==> config.mk <==
export PLATFORM = sky130hd
export DESIGN_NAME = multi_debouncer
export DESIGN_NICKNAME = d
export VERILOG_FILES = /design/src/rtl/multi_debouncer.sv
export SDC_FILE = /design/constraint.sdc
export NUM_CORES = 1
export LEC_CHECK = 0
export ABC_AREA = 0
export BUFFER_PORTS_ARGS = -buffer_cell sky130_fd_sc_hd__clkbuf_2
export CORE_MARGIN = 2
export CORE_UTILIZATION = 41
export DETAILED_ROUTE_END_ITERATION = 7
export GPL_TIMING_DRIVEN = 0
export MAX_ROUTING_LAYER = met4
export PLACE_DENSITY_LB_ADDON = 0.05
export SETUP_SLACK_MARGIN = 0.1
export SYNTH_ARGS = -nofsm -noshare
export SYNTH_HDL_FRONTEND = slang
export SYNTH_SLANG_ARGS = --single-unit
export TNS_END_PERCENT = 50
==> constraint.sdc <==
create_clock -name clk -period 2.3 [get_ports clk]
set_clock_uncertainty 0.05 [all_clocks]
set_input_delay 0.115 -clock clk [delete_from_list [all_inputs] [get_ports clk]]
set_output_delay 0.115 -clock clk [all_outputs]
set_load 0.01 [all_outputs]
==> src/rtl/multi_debouncer.sv <==
// Multi-channel switch debouncer: two-flop synchronizer per input, shared sample-tick
// prescaler, per-channel stability counter, registered level and edge-pulse outputs.
module multi_debouncer #(
    parameter int                NUM_CH            = 4,
    parameter int                CLOCK_FREQ_HZ     = 100000000,
    parameter int                DEBOUNCE_CLOCK_HZ = 1000000,
    parameter int                STABLE_SAMPLES    = 4,
    parameter logic [NUM_CH-1:0] INIT_VAL          = {NUM_CH{1'b0}},
    parameter int                SIMULATE          = 0
) (
    input  logic              clk,
    input  logic              reset,
    input  logic              en,
    input  logic [NUM_CH-1:0] din,
    output logic [NUM_CH-1:0] dout,
    output logic [NUM_CH-1:0] rise,
    output logic [NUM_CH-1:0] fall,
    output logic              any_change
);

    localparam int DIV = (SIMULATE != 32'sd0) ? 32'sd6 : (CLOCK_FREQ_HZ / DEBOUNCE_CLOCK_HZ);
    localparam int PW  = (DIV > 32'sd1) ? $clog2(DIV) : 32'sd1;
    localparam int CW  = $clog2(STABLE_SAMPLES + 32'sd1);

    localparam logic [PW-1:0] PRESC_LAST = PW'(DIV - 32'sd1);
    localparam logic [CW-1:0] CNT_LAST   = CW'(STABLE_SAMPLES - 32'sd1);

    logic [PW-1:0]     presc_r;
    logic [PW-1:0]     presc_nxt_s;
    logic              tick_s;
    logic [NUM_CH-1:0] s1_r;
    logic [NUM_CH-1:0] s2_r;
    logic [CW-1:0]     cnt_r     [NUM_CH];
    logic [CW-1:0]     cnt_nxt_s [NUM_CH];
    logic [NUM_CH-1:0] dout_r;
    logic [NUM_CH-1:0] dout_nxt_s;
    logic [NUM_CH-1:0] rise_r;
    logic [NUM_CH-1:0] fall_r;
    logic              any_r;

    assign tick_s = en && (presc_r == PRESC_LAST);

    // Prescaler advances only while enabled, so a freeze resumes mid-period.
    always_comb begin
        presc_nxt_s = presc_r;
        if (!en) begin
            presc_nxt_s = presc_r;
        end else if (presc_r == PRESC_LAST) begin
            presc_nxt_s = {PW{1'b0}};
        end else begin
            presc_nxt_s = presc_r + {{(PW-1){1'b0}}, 1'b1};
        end
    end

    // Per-channel qualification: any matching sample restarts the run of mismatches.
    always_comb begin
        dout_nxt_s = dout_r;
        for (int i = 0; i < NUM_CH; i++) begin
            cnt_nxt_s[i] = cnt_r[i];
            if (!tick_s) begin
                cnt_nxt_s[i] = cnt_r[i];
            end else if (s2_r[i] == dout_r[i]) begin
                cnt_nxt_s[i] = {CW{1'b0}};
            end else if (cnt_r[i] == CNT_LAST) begin
                dout_nxt_s[i] = s2_r[i];
                cnt_nxt_s[i]  = {CW{1'b0}};
            end else begin
                cnt_nxt_s[i] = cnt_r[i] + {{(CW-1){1'b0}}, 1'b1};
            end
        end
    end

    // State and output registers; reset wins over en/tick and emits no edge pulses.
    always_ff @(posedge clk) begin
        if (!reset) begin
            presc_r <= {PW{1'b0}};
            s1_r    <= INIT_VAL;
            s2_r    <= INIT_VAL;
            dout_r  <= INIT_VAL;
            rise_r  <= {NUM_CH{1'b0}};
            fall_r  <= {NUM_CH{1'b0}};
            any_r   <= 1'b0;
            for (int i = 0; i < NUM_CH; i++) begin
                cnt_r[i] <= {CW{1'b0}};
            end
        end else begin
            presc_r <= presc_nxt_s;
            s1_r    <= din;
            s2_r    <= s1_r;
            dout_r  <= dout_nxt_s;
            rise_r  <= dout_nxt_s & ~dout_r;
            fall_r  <= ~dout_nxt_s & dout_r;
            any_r   <= |(dout_nxt_s ^ dout_r);
            for (int i = 0; i < NUM_CH; i++) begin
                cnt_r[i] <= cnt_nxt_s[i];
            end
        end
    end

    assign dout       = dout_r;
    assign rise       = rise_r;
    assign fall       = fall_r;
    assign any_change = any_r;

endmodule

# After elaboration in Yosys (flattened, before gate mapping)
# Memories as Yosys holds them, arrays and structs flattened.
# Index checks and enable logic that the tools add are counted.
# totals
latch_bits,0
ramBits,12
memories,1
reg_bits,28
wordCells,64
in_bits,7
romBits,0
# op_classes
div_mod_pow,0
n_shift,0
reduce_logical,2
eq_ne,9
mul,0
addsub,5
bitwise,9
n_mux,31
n_lt_le_gt_ge,0
# memory_table
name,words,word_bits,read_ports,rd_ports_with_merged_regs,write_ports,line_no,source
cnt_r,4,3,4,0,4,33,logic [CW-1:0] cnt_r [NUM_CH];
# op_table
operator,n
2-to-1 mux 3 bit,16
2-to-1 mux 1 bit,14
adder 3 x 1 -> 3 bit (second input constant),4
equality test 3 x 2 -> 1 bit (second input constant),4
bitwise AND 4 bit,2
NOT 4 bit,2
adder 7 x 1 -> 7 bit (second input constant),1
equality test 7 bit (second input constant),1
2-to-1 mux 7 bit,1
equality test 1 bit,4
bitwise OR 1 bit,4
OR reduction 4 bit,1
XOR 4 bit,1
logical AND 1 bit,1

# Depth between registers and ports, before layout
# depth
depth_word,6
depth_mapped,8

# Worst setup path before layout
# OpenSTA, ideal clock, no wires.
# synth_timing
kind,register to register
startpoint,register presc_r[0]
endpoint,"register any_r, in the netlist any_change"
n_path_buf,1
setup_slack_ns,0.496
path_stages_with_launch,9
arrival_time_ns,1.674
period_less_slack_ns,1.804
cell_sequence,dfxtp_1 > ha_1 > and4b_1 > buf_4 > nand3_1 > mux2i_1 > inv_1 > ha_1 > a41oi_1
# synth_via
elab_chain_len,5
# synth_lines
item,line_no,source
from (decl),28,logic [PW-1:0] presc_r;
from (signal assigned),76,presc_r <= {PW{1'b0}};
from (signal assigned),87,presc_r <= presc_nxt_s;
equality test 7 bit,41,assign tick_s = en && (presc_r == PRESC_LAST);
logical AND 1 bit,41,
2-to-1 mux 1 bit,60,if (!tick_s) begin
via dout_nxt_s[2],36,logic [NUM_CH-1:0] dout_nxt_s;
XOR 4 bit,93,any_r <= |(dout_nxt_s ^ dout_r);
OR reduction 4 bit,93,
to (signal assigned),93,
to (decl),39,logic any_r;
# The timed path passes the listed nets, and every way through them passes these cells.
# A chain may end at the register's enable or synchronous reset.

# Worst setup path after layout
# Ends and elaborated chain as after synthesis.

==> impl_metrics.json <==
{
  "synth_area_sq_um": 1639,
  "ioPinCount": 20,
  "num_rows": 22,
  "drv_slew": 0,
  "synth_top_area_share_pct": 48.85,
  "status": "finished clean",
  "insertedDiodeCount": 0,
  "fmax_mhz": 503.3,
  "powerDensity_nw_per_um2": 673.5,
  "tightestPinTransition_ns": 0.5105,
  "rsz0062_at_grt": "false",
  "drcViolationCount": 0,
  "drtIter0Drc": 78,
  "finalSetupViolations": 0,
  "die_x_um": 67.23,
  "fin_hold_ws_ns": 0.1186,
  "synth.yosys.seq_area_share_pct": 48.85,
  "place_ws_ns": 0.3129,
  "cts_buffers": 5,
  "ff2ff_path_depth": 8,
  "fin_ws_ns": 0.3133,
  "synth_common_cells": "dfxtp_1, nor2_1, and2_1",
  "yosys-top-cells-area": "dfxtp_1, ha_1, and2_1",
  "clk_pin_slew_ns": 0.07,
  "path_class": "flip-flop to flip-flop",
  "timing.max_cap.violations": 0,
  "vias": 1193,
  "grt_antenna_before_repair": 0,
  "syn_avg_cell_area_sq_um": 9.699,
  "r2r_setup_slack_ns": 0.31,
  "vias_per_cell": 4.810,
  "yosysTopAreaCell": "dfxtp_1",
  "endpoint_kind": "flip-flop",
  "drtAntennaViolNets": 0,
  "track_usage_pct": 15.75,
  "grt.overflow.total": 0,
  "final_nets": 219,
  "hp-start": "en",
  "hold_class": "primary input to flip-flop",
  "tritoncts": "yes",
  "synth_ff_type": "dfxtp_1",
  "period_needed_ns": 1.987,
  "gp_congestion": 0.6948,
  "leakage_nw": 0.9160,
  "cp.required_ns": 2.46,
  "drt_wl_total_um": 2909,
  "ys_ff_latch": 40,
  "post_cts_buffers": 0,
  "r2r_end": "any_change",
  "clock_latency_ns": 0.29,
  "holdPathEnd": "presc_r[0]",
  "cts.htree.levels": 2,
  "ir_drop_v": 0.0003313,
  "grt_pass1_vias": 1206,
  "clock_sinks": 40,
  "yosysMostFrequentCell": "dfxtp_1",
  "cp-start-kind": "flip-flop",
  "area_growth_pct": 18.47,
  "grt_max_degree": 13,
  "ctsRootBufferMaster": "clkbuf_8",
  "numPortBuffers": 19,
  "start_util_pct": 43.78,
  "synth_edf_count": 0,
  "core-area_sq_um": 3744,
  "crit_fanout": 6,
  "layout-drive-gt1-share_pct": 15.50,
  "async_flop_share_pct": 0,
  "maxSlewHeadroom_pct": 65.82,
  "routedWlPerCell_um": 11.73,
  "hold_viol": 0,
  "timing.final.crit_share_pct": 86.38,
  "r2r_start": "presc_r[0]",
  "fin_setup_tns_ns": 0,
  "dr.pass1.iters": 4,
  "die-height_um": 67.23,
  "min_path_cells": 3,
  "synth_nets": 189,
  "grt_pass1_wl_um": 5195,
  "netlist_instances": 169,
  "critPathArrivalTime_ns": 2.15,
  "dp_hpwl_um": 2143,
  "ys_types": 24,
  "clock_path_buffers": 2,
  "dieArea_sq_um": 4519,
  "synth_warnings": 0
}
==> per-layer routing <==
metal  GRT usage [%]  vias to the layer above  wire (um)
met5               -                        -          0
met1           18.37                      557       1353
li1                -                      607          -
met4           5.357                        0         39
met2           25.62                       24       1392
met3           5.000                        5        124
==> state kept, by name (all words and copies together) (netlist names) <==
name	cells
dout	4
any_change	1
rise	4
s1_r	4
fall	4
cnt_r	12
presc_r	7
s2_r	4
==> kinds of logic after synthesis <==
| family | after synthesis | synth area share, % |
|---|---|---|
| simple gates | 69 | 22.06 |
| buf+inv | 17 | 4.809 |
| mux | 5 | 3.054 |
| compound gates | 16 | 6.489 |
| flops | 40 | 48.86 |
| xor+xnor | 9 | 4.809 |
| fa+ha+maj | 13 | 9.924 |
==> where the power goes <==
| part | leakage, nW | switching (mW) | internal [mW] | total, mW |
|---|---|---|---|---|
| Combinational | 0.537 | 0.0230 | 0.0205 | 0.0435 |
| Sequential | 0.324 | 0.00606 | 0.702 | 0.708 |
| Clock | 0.0552 | 0.234 | 0.322 | 0.556 |
==> worst max-delay path, stage by stage, from the launching register on <==
cell and delay (ns):
dfxtp_1 0.38, ha_1 0.20, and4b_1 0.19, buf_4 0.15, nand3_1 0.10, mux2i_1 0.29, inv_1 0.07, ha_1 0.28
a41oi_1 0.20
==> metrics by stage <==
step	utilization [%]	total power [mW]	instance area, sq um	instances
floorplan	-	0.7477	1639	169
global placement	47.93	0.7621	1794	236
detailed placement	47.93	0.7635	1794	236
CTS	51.87	1.325	1942	248
global route	51.87	1.362	1942	248
finish	51.87	1.308	1942	248
==> repair_timing <==
action | 4_1_cts | 5_1_grt
hold buffers | 4 | 0
hold endpoints to repair | 4 | 0
gates resized for setup | 0 | 0
==> worst max path at each step <==
stage,startpoint,endpoint,depth (start not counted),slack [ns]
floorplan,presc_r[0],any_change,8,0.50
global placement,presc_r[0],any_change,8,0.34
detailed placement,presc_r[0],any_change,8,0.31
CTS,presc_r[6],any_change,6,0.30
global route,presc_r[6],any_change,6,0.15
finish,presc_r[0],any_change,8,0.31
==> cell usage in the layout (no fill, tap or decap), drive strengths merged <==
| master | synthesis | routed |
|---|---|---|
| mux2i | 5 | 5 |
| buf | 3 | 3 |
| bufinv | 0 | 1 |
| xnor2 | 7 | 7 |
| ha | 13 | 13 |
| nand3b | 4 | 4 |
| nor3b | 1 | 1 |
| xor2 | 2 | 2 |
| o211ai | 1 | 1 |
| dlygate4sd3 | 0 | 4 |
| and2 | 17 | 17 |
| clkbuf | 3 | 28 |
| nor2 | 19 | 19 |
| dfxtp | 40 | 40 |
| o211a | 4 | 4 |
| and4b | 1 | 1 |
| nand2 | 12 | 12 |
| a41oi | 1 | 1 |
| nor4 | 1 | 1 |
| inv | 11 | 11 |
| nand3 | 8 | 8 |
| nand4 | 2 | 2 |
| clkinv | 0 | 1 |
| nor2b | 4 | 4 |
| a21oi | 10 | 10 |
==> layout make-up <==
| cell class | count | area [sq um] |
|---|---|---|
| Sequential cell | 40 | 800.8 |
| Tap cell | 48 | 60.06 |
| Multi-Input combinational cell | 112 | 759.5 |
| Clock buffer | 6 | 72.57 |
| Buffer | 6 | 37.54 |
| Clock inverter | 2 | 35.03 |
| Fill cell | 376 | 1802 |
| Timing Repair Buffer | 23 | 135.1 |
| Inverter | 11 | 41.29 |
(Power assumes the default switching activity.)
